File: src/rtl/bru_pkg.sv
// Shared constants and types for the branch resolve unit.
// Optional statistics outputs are enabled with the BRU_STATS_EN macro.
package bru_pkg;
  localparam logic [2:0] BR_BLT  = 3'b000;
  localparam logic [2:0] BR_BGT  = 3'b001;
  localparam logic [2:0] BR_BEQ  = 3'b010;
  localparam logic [2:0] BR_BNE  = 3'b011;
  localparam logic [2:0] BR_BLTU = 3'b100;
  localparam logic [2:0] BR_BGEU = 3'b101;

  localparam int FCNT_W = 4;

  typedef enum logic {IDLE = 1'b0, FLUSH = 1'b1} bru_state_e;
endpackage

File: src/rtl/bru_compare.sv
// Combinational branch condition evaluation: one shared (DATA_W+1)-bit subtractor,
// sign- or zero-extended depending on whether the condition is signed.
module bru_compare
  import bru_pkg::*;
#(
  parameter int DATA_W = 16
) (
  input  logic [DATA_W-1:0] a,
  input  logic [DATA_W-1:0] b,
  input  logic [2:0]        br_sel,
  output logic              cond
);
  logic              is_signed;
  logic [DATA_W:0]   diff;
  logic              neg;
  logic              zero;

  // Codes 1xx are the unsigned conditions (and the reserved ones).
  assign is_signed = ~br_sel[2];
  assign diff = {is_signed & a[DATA_W-1], a} - {is_signed & b[DATA_W-1], b};
  assign neg  = diff[DATA_W];
  // Low bits of a-b are zero exactly when a==b.
  assign zero = ~|diff[DATA_W-1:0];

  always_comb begin
    cond = 1'b0;
    case (br_sel)
      BR_BLT:  cond = neg;
      BR_BGT:  cond = ~neg & ~zero;
      BR_BEQ:  cond = zero;
      BR_BNE:  cond = ~zero;
      BR_BLTU: cond = neg;
      BR_BGEU: cond = ~neg;
      default: cond = 1'b0;
    endcase
  end
endmodule

File: src/rtl/branch_resolve_unit.sv
// EX-stage branch resolution: registers the redirect and squashes younger stages
// for FLUSH_CYCLES cycles. BRU_STATS_EN adds saturating resolved/taken counters.
module branch_resolve_unit
  import bru_pkg::*;
#(
  parameter int DATA_W       = 16,
  parameter int ADDR_W       = 16,
  parameter int FLUSH_CYCLES = 2,
  parameter int CNT_W        = 16
) (
  input  logic              clk,
  input  logic              rst_n,
  input  logic [DATA_W-1:0] a,
  input  logic [DATA_W-1:0] b,
  input  logic [2:0]        br_sel,
  input  logic              branch,
  input  logic              jump,
  input  logic [ADDR_W-1:0] target,
  input  logic              ex_valid,
  input  logic              stall,
  output logic              flush_o,
  output logic              redirect_valid,
  output logic [ADDR_W-1:0] redirect_pc,
  output logic              busy
`ifdef BRU_STATS_EN
  ,
  output logic [CNT_W-1:0]  resolved_cnt,
  output logic [CNT_W-1:0]  taken_cnt
`endif
);
  localparam logic [FCNT_W-1:0] FC_INIT = FCNT_W'(FLUSH_CYCLES - 1);

  bru_state_e        state_q, state_d;
  logic [FCNT_W-1:0] cnt_q, cnt_d;
  logic              flush_d, rv_d, busy_d;
  logic [ADDR_W-1:0] pc_d;
  logic              cond, take;

  bru_compare #(.DATA_W(DATA_W)) u_cmp (
    .a      (a),
    .b      (b),
    .br_sel (br_sel),
    .cond   (cond)
  );

  // Jump wins regardless of br_sel; wrong-path EX contents are ignored while flushing.
  assign take = (state_q == IDLE) & ex_valid & ~stall & ((branch & cond) | jump);

  always_comb begin
    state_d = state_q;
    cnt_d   = cnt_q;
    flush_d = flush_o;
    busy_d  = busy;
    rv_d    = 1'b0;
    pc_d    = redirect_pc;
    case (state_q)
      IDLE: begin
        if (take) begin
          state_d = FLUSH;
          cnt_d   = FC_INIT;
          flush_d = 1'b1;
          busy_d  = 1'b1;
          rv_d    = 1'b1;
          pc_d    = target;
        end
      end
      FLUSH: begin
        // stall does not hold the count: squashing always completes.
        if (cnt_q == '0) begin
          state_d = IDLE;
          flush_d = 1'b0;
          busy_d  = 1'b0;
        end else begin
          cnt_d = cnt_q - 1'b1;
        end
      end
      default: state_d = IDLE;
    endcase
  end

  always_ff @(posedge clk or negedge rst_n) begin
    if (!rst_n) begin
      state_q        <= IDLE;
      cnt_q          <= '0;
      flush_o        <= 1'b0;
      busy           <= 1'b0;
      redirect_valid <= 1'b0;
      redirect_pc    <= '0;
    end else begin
      state_q        <= state_d;
      cnt_q          <= cnt_d;
      flush_o        <= flush_d;
      busy           <= busy_d;
      redirect_valid <= rv_d;
      redirect_pc    <= pc_d;
    end
  end

`ifdef BRU_STATS_EN
  logic resolve;
  assign resolve = (state_q == IDLE) & ex_valid & ~stall & (branch | jump);

  always_ff @(posedge clk or negedge rst_n) begin
    if (!rst_n) begin
      resolved_cnt <= '0;
      taken_cnt    <= '0;
    end else begin
      if (resolve && resolved_cnt != '1) resolved_cnt <= resolved_cnt + 1'b1;
      if (take && taken_cnt != '1)       taken_cnt    <= taken_cnt + 1'b1;
    end
  end
`endif
endmodule

File: config.mk
export PLATFORM = sky130hd
export DESIGN_NAME = branch_resolve_unit
export DESIGN_NICKNAME = d
export VERILOG_FILES = /design/src/rtl/bru_pkg.sv /design/src/rtl/bru_compare.sv /design/src/rtl/branch_resolve_unit.sv
export SDC_FILE = /design/constraint.sdc
export NUM_CORES = 1
export LEC_CHECK = 0
export BUFFER_PORTS_ARGS = -buffer_cell sky130_fd_sc_hd__buf_2
export CORE_ASPECT_RATIO = 0.5
export CORE_MARGIN = 8
export CORE_UTILIZATION = 45
export DETAILED_ROUTE_END_ITERATION = 8
export PLACE_DENSITY = 0.86
export SETUP_SLACK_MARGIN = 0.5
export SKIP_CTS_REPAIR_TIMING = 1
export SLEW_MARGIN = 30
export SYNTH_ARGS = -nofsm -noshare
export SYNTH_HDL_FRONTEND = slang
export SYNTH_SLANG_ARGS = --single-unit
File: constraint.sdc
create_clock -name clk -period 1.7 [get_ports clk]
set_input_delay 0.17 -clock clk [delete_from_list [all_inputs] [get_ports clk]]
set_output_delay 0.17 -clock clk [all_outputs]
set_load 0.03 [all_outputs]
; ---- Word-level counts from Yosys, hierarchy flattened
; Index checks and enable logic that the tools add are counted.
[classes]
addsub = 2
n_eq_ne = 8
mux = 11
bitwise_logic = 12
n_reduce_logical = 8
[op_table]
columns = op, count
row1 = subtractor 17 bit, 1
row2 = OR reduction 16 bit, 1
row3 = two-way mux 4 bit, 2
row4 = one-hot mux 4 bit (2 select lines), 1
row5 = bitwise AND 1 bit, 7
row6 = == test 3 x 2 -> 1 bit (second input constant), 2
row7 = == test 3 bit (second input constant), 2
row8 = AND reduction 2 bit, 3
row9 = two-way mux 1 bit, 5
row10 = one-hot mux 1 bit (5 select lines), 1
row11 = zero test 4 bit, 1
row12 = != test 2 bit (second input constant), 2
row13 = inverter 1 bit, 4
row14 = one-hot mux 1 bit (2 select lines), 2
row15 = subtractor 4 x 1 -> 4 bit (second input constant), 1
row16 = == test 3 x 1 -> 1 bit (second input constant), 1
row17 = zero test 3 bit, 1
row18 = != test 2 x 1 -> 1 bit (second input constant), 1
row19 = OR reduction 2 bit, 1
row20 = zero test 1 bit, 1
row21 = bitwise OR 1 bit, 1
[totals]
regBits = 23
in_bits = 57
elab_cells = 46

; ---- Logic depth before layout (Yosys ltp)
; Gate-level depths: netlist of the first run.
[depth]
depth_word = 11
mapped_depth = 14

; ---- By module
; Synthesis of the first run repeated with hierarchy kept, for this count alone.
[unflattened]
cells_unflattened = 220
area_unflattened_um2 = 2010.7
[by_module_without_submodules]
columns = module, n_inst, cells_per_inst, area_per_inst_um2, seq_area_each_um2
row1 = bru_compare, 1, 155, 1071.0, 0.0
row2 = branch_resolve_unit, 1, 65, 939.7, 575.6

; ---- Worst setup path before layout of the first run
; Ideal clock, no wire load.
[synth_timing]
path_kind = in2reg
from = input port a[0]
to = register redirect_pc[10]
arrival_time_ns = 3.000
t_required_ns = 1.575
slack_ns = -1.426
path_stages = 14
path_buffers = 1
cell_sequence = inv_1 -> ha_1 -> fa_1 -> nor2b_1 -> o31a_1 -> o211ai_1 -> and3_2 -> a2111oi_0 -> nand4_1 -> nor4_2 -> mux2i_1 -> o21ai_4 -> buf_12 -> mux2_4
[synth_between]
elab_chain_len = 8
elab_cells_between_ends = 10
[synth_lines]
columns = element, line
row1 = from (decl), branch_resolve_unit.sv:13  ; input logic [DATA_W-1:0] a,
row2 = subtractor 17 bit *, bru_compare.sv:20  ; assign diff = {is_signed & a[DATA_W-1], a} - {is_signed & b[DATA_W-1], b};
row3 = OR reduction 16 bit / inverter 1 bit (equally long branches), "bru_compare.sv:23, bru_compare.sv:29, bru_compare.sv:33"
row4 = bitwise AND 1 bit / zero test 1 bit (equally long branches), "bru_compare.sv:29, bru_compare.sv:23"
row5 = one-hot mux 1 bit (5 select lines) *, bru_compare.sv:27  ; case (br_sel)
row6 = bitwise AND 1 bit *, branch_resolve_unit.sv:47  ; assign take = (state_q == IDLE) & ex_valid & ~stall & ((branch & cond) | jump);
row7 = bitwise OR 1 bit *, branch_resolve_unit.sv:47
row8 = bitwise AND 1 bit *, branch_resolve_unit.sv:47
row9 = AND reduction 2 bit (no line) *, --
row10 = to (signal assigned), branch_resolve_unit.sv:95  ; redirect_pc <= pc_d;
row11 = to (decl), branch_resolve_unit.sv:23  ; output logic [ADDR_W-1:0] redirect_pc,
; Mark *: on every way between the ends. The rest lies on a longest branch, timed or not.
; A chain may end at the register's enable or synchronous reset.

; ---- Final worst setup path of the first run
[layout_timing]
from = input port a[0]
to = register redirect_pc[15]
; Same word-level chain as after synthesis.

==> metrics.txt, run 1 <==
Reg area 576 sq um; max-slew violations 0; Routed met3 length 304 microns; Nets 421; sequential area share after synthesis 0.280; Total Wirelength 5.65 mm; total negative slack -29.48 ns; met2 WL 2.82 mm; initial antenna violation count 0; Area growth, synth to finish 48.0%; outcome finished with violations; # IOs 76; Longest Clk Path Bufs 2; Gate power share 0.620; Overflow after GRT 0; clock root buffer clkbuf_8; Core Area 4400 sq um; cts bufs inserted 3; sw frac 0.420; H-tree Lvls 1; die width 112 microns; IR drop worst, VDD 0.752 mV; Pwr Density 1110 nW/um^2; Multi-input gate area 1440 sq um; Arrival @ worst endpoint 3.18 ns; ratio of cells with drive above 1 in the final layout 0.488; HPWL after detailed placement 4.55 mm; Max Fclk 329 MHz; Yosys top cell area share 0.280; count leader, synth inv_1; cell area after synthesis 2060 sq um; Ys Warns 0; Worst Tran Pin Value 0.504 ns; CTS tree yes; clk sink count 23; Clk Latency, worst-skew pair 0.25 ns; Final Hold Viols 0; drt first pass iters 4; Worst-path clk slew 0.07 ns; fillcell total 341; DRT met1 WL 2.49 mm; Crit Path Max Fanout 7; Design Area, Final 3040 sq um; top cell type by total area after synthesis dfrtp_1; vias after detailed routing 2064; largest net degree at the start of global routing 24; asr flop ratio synth 1.00; Seq cells post-synth 23; P_int 1.97 mW; crit share post-route 1.79; Flop pwr share 0.287; kind of critical path in -> reg; row cnt 17; Commonest cells post-synth inv_1 (27), dfrtp_1 (23), ha_1 (18); Hold Path Class in -> reg; DR iter-0 viols 57; starting density of the core 0.467; DRC Markers 0; Antenna Nets Post-Route 0; setup ws final -1.34 ns; placed cell count 392; worst clock skew 0.00122 ns; Synth Flop Type dfrtp_1; final cell count without fillers 401; Tot Pwr 3.39 mW; Yosys cell types 55; placed standard-cell area 2880 sq um; Ant. Diodes 0; PortBufs 75; GP Congestion 0.865; syn avg cell area 9.22 sq um; global-route wire length before repair 9.11 mm; Switch Pwr 1.42 mW; WL/cell 14.1 microns; cell count after synthesis 223; Leakage 1.53 nW; Max Used Layer met4; All-Layer GR Usage 0.144; Critical Path RT 1.84 ns; failing checks setup timing; maxcap violations 0; pre-CTS setup slack -1.65 ns; Die Ht 63.8 microns; Synth area leaders dfrtp_1 (28%), ha_1 (11%), mux2_4 (10%), inv_1 (4.9%), a21oi_1 (3.9%); RSZ-0062 raised after global routing yes; Final Critical Period 3.04 ns; final count of negative-setup-slack endpoints 23; vias in the first global route 2148; vias per inst 5.15; clock power share 0.093; number of synthesized flops with an enable pin 0; syn_nets 299; Startpoint Class primary input; Crit. End Element flip-flop; die area 7120 sq um; Slew headroom 0.664
-- cells by family (layout without fill, tap and decap cells) --
| family | Yosys count | count (layout) | synth area share |
|---|---|---|---|
| compound gates | 61 | 61 | 0.211 |
| simple gates | 58 | 58 | 0.149 |
| buf+inv | 35 | 156 | 0.0779 |
| flops | 23 | 23 | 0.280 |
| fa+ha+maj | 19 | 19 | 0.119 |
| mux | 19 | 19 | 0.129 |
| xor+xnor | 8 | 8 | 0.0341 |
-- flip-flops by register name (all words and copies together), names as in the netlist --
register	cells
busy	1
cnt_q	4
redirect_pc	16
redirect_valid	1
state_q	1
-- power by group through the flow --
stage,sequential [mW],clock [mW],combinational (mW)
floorplan,1.38,0,0.983
global placement,0.961,0,1.98
detailed placement,0.976,0,2.05
CTS,0.970,0.328,2.06
global route,0.997,0.352,2.27
finish,0.973,0.317,2.10
-- cells in the final DEF, fill, tap and decap left out, drive strengths merged, types with 2 or more instances in the layout --
cell and count:
xor2 3, nand4 5, nor2 14, dfrtp 23, and2 2, o21a 3
clkbuf 5, xnor2 5, nand2b 2, a21oi 16, nor3b 2, nor4 2
inv 26, ha 18, o21ai 14, nor2b 5, a21o 4, buf 123
nand3 5, nand2 13, o2111ai 6, o211ai 3, mux2 18, nor3 2
-- worst paths after layout --
kind                                                 start                           to  slack [ns]  cells after the start
worst min register to register  redirect_pc[8]$_DFFE_PN0P_   redirect_pc[8]$_DFFE_PN0P_        0.51                      1
worst max register to register           state_q$_DFF_PN0_   redirect_pc[4]$_DFFE_PN0P_       -0.23                      7
min in group asynchronous                            rst_n   redirect_pc[0]$_DFFE_PN0P_        0.42                      2
worst max-delay path                                  a[0]  redirect_pc[15]$_DFFE_PN0P_       -1.34                     16
worst min-delay path                             target[0]   redirect_pc[0]$_DFFE_PN0P_        0.15                      2
max in group asynchronous                            rst_n  redirect_pc[11]$_DFFE_PN0P_        0.94                      2
-- worst max-delay path, stage by stage --
cell and delay, ns:
buf_8 0.10, clkinv_8 0.03, ha_4 0.12, fa_2 0.21, nor2b_2 0.05, o31a_1 0.28
buf_4 0.16, o211ai_1 0.17, or3b_1 0.39, xnor2_1 0.16, nand3_1 0.13, nor4_2 0.29
mux2i_2 0.32, o21ai_4 0.11, clkbuf_16 0.18, mux2_4 0.29
-- layer usage --
layer  up-vias  track usage
li1       1047            -
met1       954        0.167
met2        61        0.272
met3         2       0.0215
met4         0       0.0438
met5         -            0
-- metrics by stage --
step,utilization,hold WS [ns]
after floorplan,-,-0.126
after global placement,0.653,0.161
after detailed placement,0.653,0.167
after CTS,0.663,-0.113
after global routing,0.691,0.132
final,0.691,0.145
-- layout make-up --
class,instances,share of cell area
Inverter,27,0.0374
Multi-Input combinational cell,165,0.473
Clock buffer,4,0.0148
Tap cell,57,0.0234
Timing Repair Buffer,125,0.262
Sequential cell,23,0.189
(Power assumes the default switching activity.)
==> run 2, diff against run 1 <==
--- a/config.mk
+++ b/config.mk
@@ -8,11 +8,10 @@
 export BUFFER_PORTS_ARGS = -buffer_cell sky130_fd_sc_hd__buf_2
 export CORE_ASPECT_RATIO = 0.5
 export CORE_MARGIN = 8
-export CORE_UTILIZATION = 45
+export CORE_UTILIZATION = 25
 export DETAILED_ROUTE_END_ITERATION = 8
-export PLACE_DENSITY = 0.86
+export PLACE_DENSITY = 0.57
 export SETUP_SLACK_MARGIN = 0.5
-export SKIP_CTS_REPAIR_TIMING = 1
 export SLEW_MARGIN = 30
 export SYNTH_ARGS = -nofsm -noshare
 export SYNTH_HDL_FRONTEND = slang
==> metrics.txt, run 2 (synthesis results as in run 1) <==
outcome finished with violations (unchanged); failing checks setup timing (unchanged); Core Area 8000 sq um (was 4400 sq um); Crit Path Max Fanout 22 (was 7); R2R Path Start state_q$_DFF_PN0_ (unchanged); Longest Clk Path Bufs 2 (unchanged); WL/cell 11.6 microns (was 14.1 microns); CTS tree yes (unchanged); Switch Pwr 1.44 mW (was 1.42 mW); crit share post-route 1.74 (was 1.79); Critical Path RT 1.83 ns (was 1.84 ns); Slew headroom 0.674 (was 0.664); global-route wire length before repair 8.93 mm (was 9.11 mm); worst hold path depth 2 (unchanged); RSZ-0062 raised after global routing yes (unchanged); placed standard-cell area 2960 sq um (was 2880 sq um); Crit. End Element flip-flop (unchanged); Gate power share 0.593 (was 0.620); Flop pwr share 0.271 (was 0.287); pre-CTS setup slack -1.65 ns (about the same); largest net degree at the start of global routing 24 (unchanged); start point of the worst hold path target[12] (was target[0]); Pwr Density 1120 nW/um^2 (was 1110 nW/um^2); die width 144 microns (was 112 microns); PortBufs 75 (unchanged); Overflow after GRT 0 (unchanged); Max Fclk 338 MHz (was 329 MHz); GP Congestion 0.807 (was 0.865); met1 GRT Util 0.114 (was 0.167); clock power share 0.137 (was 0.093); DRC Markers 0 (unchanged); final count of negative-setup-slack endpoints 23 (unchanged); Die Ht 80.1 microns (was 63.8 microns); Final Critical Period 2.95 ns (was 3.04 ns); Final Hold Viols 0 (unchanged); Top reg by flops redirect_pc (unchanged); die area 11600 sq um (was 7120 sq um); commonest non-fill, non-tap cell in the layout buf_2 (unchanged); max FFs per register 16 (unchanged); total negative slack -27.59 ns (was -29.48 ns); IR drop worst, VDD 0.551 mV (was 0.752 mV); Design Area, Final 3190 sq um (was 3040 sq um); most frequent cells in the layout buf_2 (74), buf_4 (46), inv_1 (25) (was buf_2 (74), buf_4 (46), inv_1 (24)); sw frac 0.404 (was 0.420); P_int 2.12 mW (was 1.97 mW); Leakage 1.56 nW (was 1.53 nW); Reg2Reg Depth 7 (unchanged); Total Wirelength 5.28 mm (was 5.65 mm); cts bufs inserted 3 (unchanged); worst clock skew 0.00262 ns (was 0.00122 ns); critical path launch point a[0] (unchanged); clock root buffer clkbuf_16 (was clkbuf_8); initial antenna violation count 0 (unchanged); met3 GRT Util 0.0148 (was 0.0215); setup ws final -1.25 ns (was -1.34 ns); row cnt 23 (was 17); met2 Use GR 0.164 (was 0.272); max-slew violations 0 (unchanged); All-Layer GR Usage 0.0898 (was 0.144); vias in the first global route 1969 (was 2148); kind of critical path in -> reg (unchanged); DR iter-0 viols 84 (was 57); Area growth, synth to finish 55.0% (was 48.0%); ratio of cells with drive above 1 in the final layout 0.500 (was 0.488); # IOs 76 (unchanged); Arrival @ worst endpoint 3.09 ns (was 3.18 ns); vias after detailed routing 2001 (was 2064); fillcell total 812 (was 341); clk sink count 23 (unchanged); Antenna Nets Post-Route 0 (unchanged); starting density of the core 0.257 (was 0.467); Hold Path Class in -> reg (unchanged); Clk Latency, worst-skew pair 0.25 ns (about the same); Ant. Diodes 0 (unchanged); drt first pass iters 4 (unchanged); Nets 421 (unchanged); HPWL after detailed placement 4.43 mm (was 4.55 mm); maxcap violations 0 (unchanged); Startpoint Class primary input (unchanged); Worst-path clk slew 0.06 ns (was 0.07 ns); Worst Tran Pin Value 0.488 ns (was 0.504 ns); Top Usage Layer GRT met2 (unchanged); Fin Hold WS 0.147 ns (was 0.145 ns); Largest regs redirect_pc: 16 flops, cnt_q: 4 flops (unchanged); H-tree Lvls 1 (unchanged); vias per inst 4.39 (was 5.15)
[run 2: cell count changes in the layout (fill, tap and decap cells not counted), moves of 2 or more]
cell,change
o2111ai_1,-3
clkbuf_8,-3
clkbuf_16,+2
o2111ai_2,+2
o21ai_1,-2
[run 2: through the flow]
stage               power [mW]   util  instances
global route              3.84  0.398        456
detailed placement        3.01  0.370        449
global placement          3.00  0.370        449
finish                    3.56  0.398        456
floorplan                 2.37      -        223
CTS                       3.57  0.391        456
[run 2: timing repair]
action | 4_1_cts | 5_1_grt
endpoints found under the hold margin | 23 | 0
hold buffers | 1 | 0
resized for setup | 13 | 7
pin swaps | 5 | 2
setup buffers | 2 | 0
setup endpoints to repair | 23 | 23
gates cloned | 0 | 0
[run 2: worst paths after layout]
kind | end | slack (ns)
max reg2reg | redirect_pc[4]$_DFFE_PN0P_ | -0.19
min in group asynchronous | redirect_pc[11]$_DFFE_PN0P_ | 0.42
max in group asynchronous | busy$_DFFE_PN0P_ | 0.95
min | redirect_pc[12]$_DFFE_PN0P_ | 0.15
max | redirect_pc[2]$_DFFE_PN0P_ | -1.25
min reg2reg | redirect_pc[3]$_DFFE_PN0P_ | 0.50
[run 2: critical path, stage by stage]
cell and delay, ns:
buf_8 0.10, clkinv_8 0.03, ha_4 0.12, fa_2 0.21, nor2b_2 0.05, o31a_1 0.32
buf_6 0.13, o211ai_1 0.15, or3b_1 0.38, xnor2_1 0.14, nand3_1 0.14, nor4_4 0.26
mux2i_2 0.32, o21ai_4 0.08, buf_12 0.17, mux2_4 0.31
[run 2: layout make-up]
class                   instances  area, sq um  area share
inverters                      27          114      0.0357
repair buffers                125          783       0.246
clock buffers                   3         75.1      0.0236
clock inverters                 1         5.00     0.00157
multi-input cells             165         1490       0.469
well taps                     112          140      0.0440
flip-flops and latches         23          576       0.181
[run 2: per-layer routing]
metal / vias to the layer above / part of all wire
met1: 924 / 0.45
met4: 0 / 0
li1: 1045 / -
met3: 0 / 0.054
met2: 32 / 0.50
met5: - / 0
[run 2: power by group through the flow]
stage	Clock (mW)	Combinational [mW]	Sequential (mW)
floorplan	0	0.983	1.38
global placement	0	2.02	0.972
detailed placement	0	2.05	0.964
CTS	0.508	2.10	0.969
global route	0.534	2.30	1.01
finish	0.487	2.11	0.965
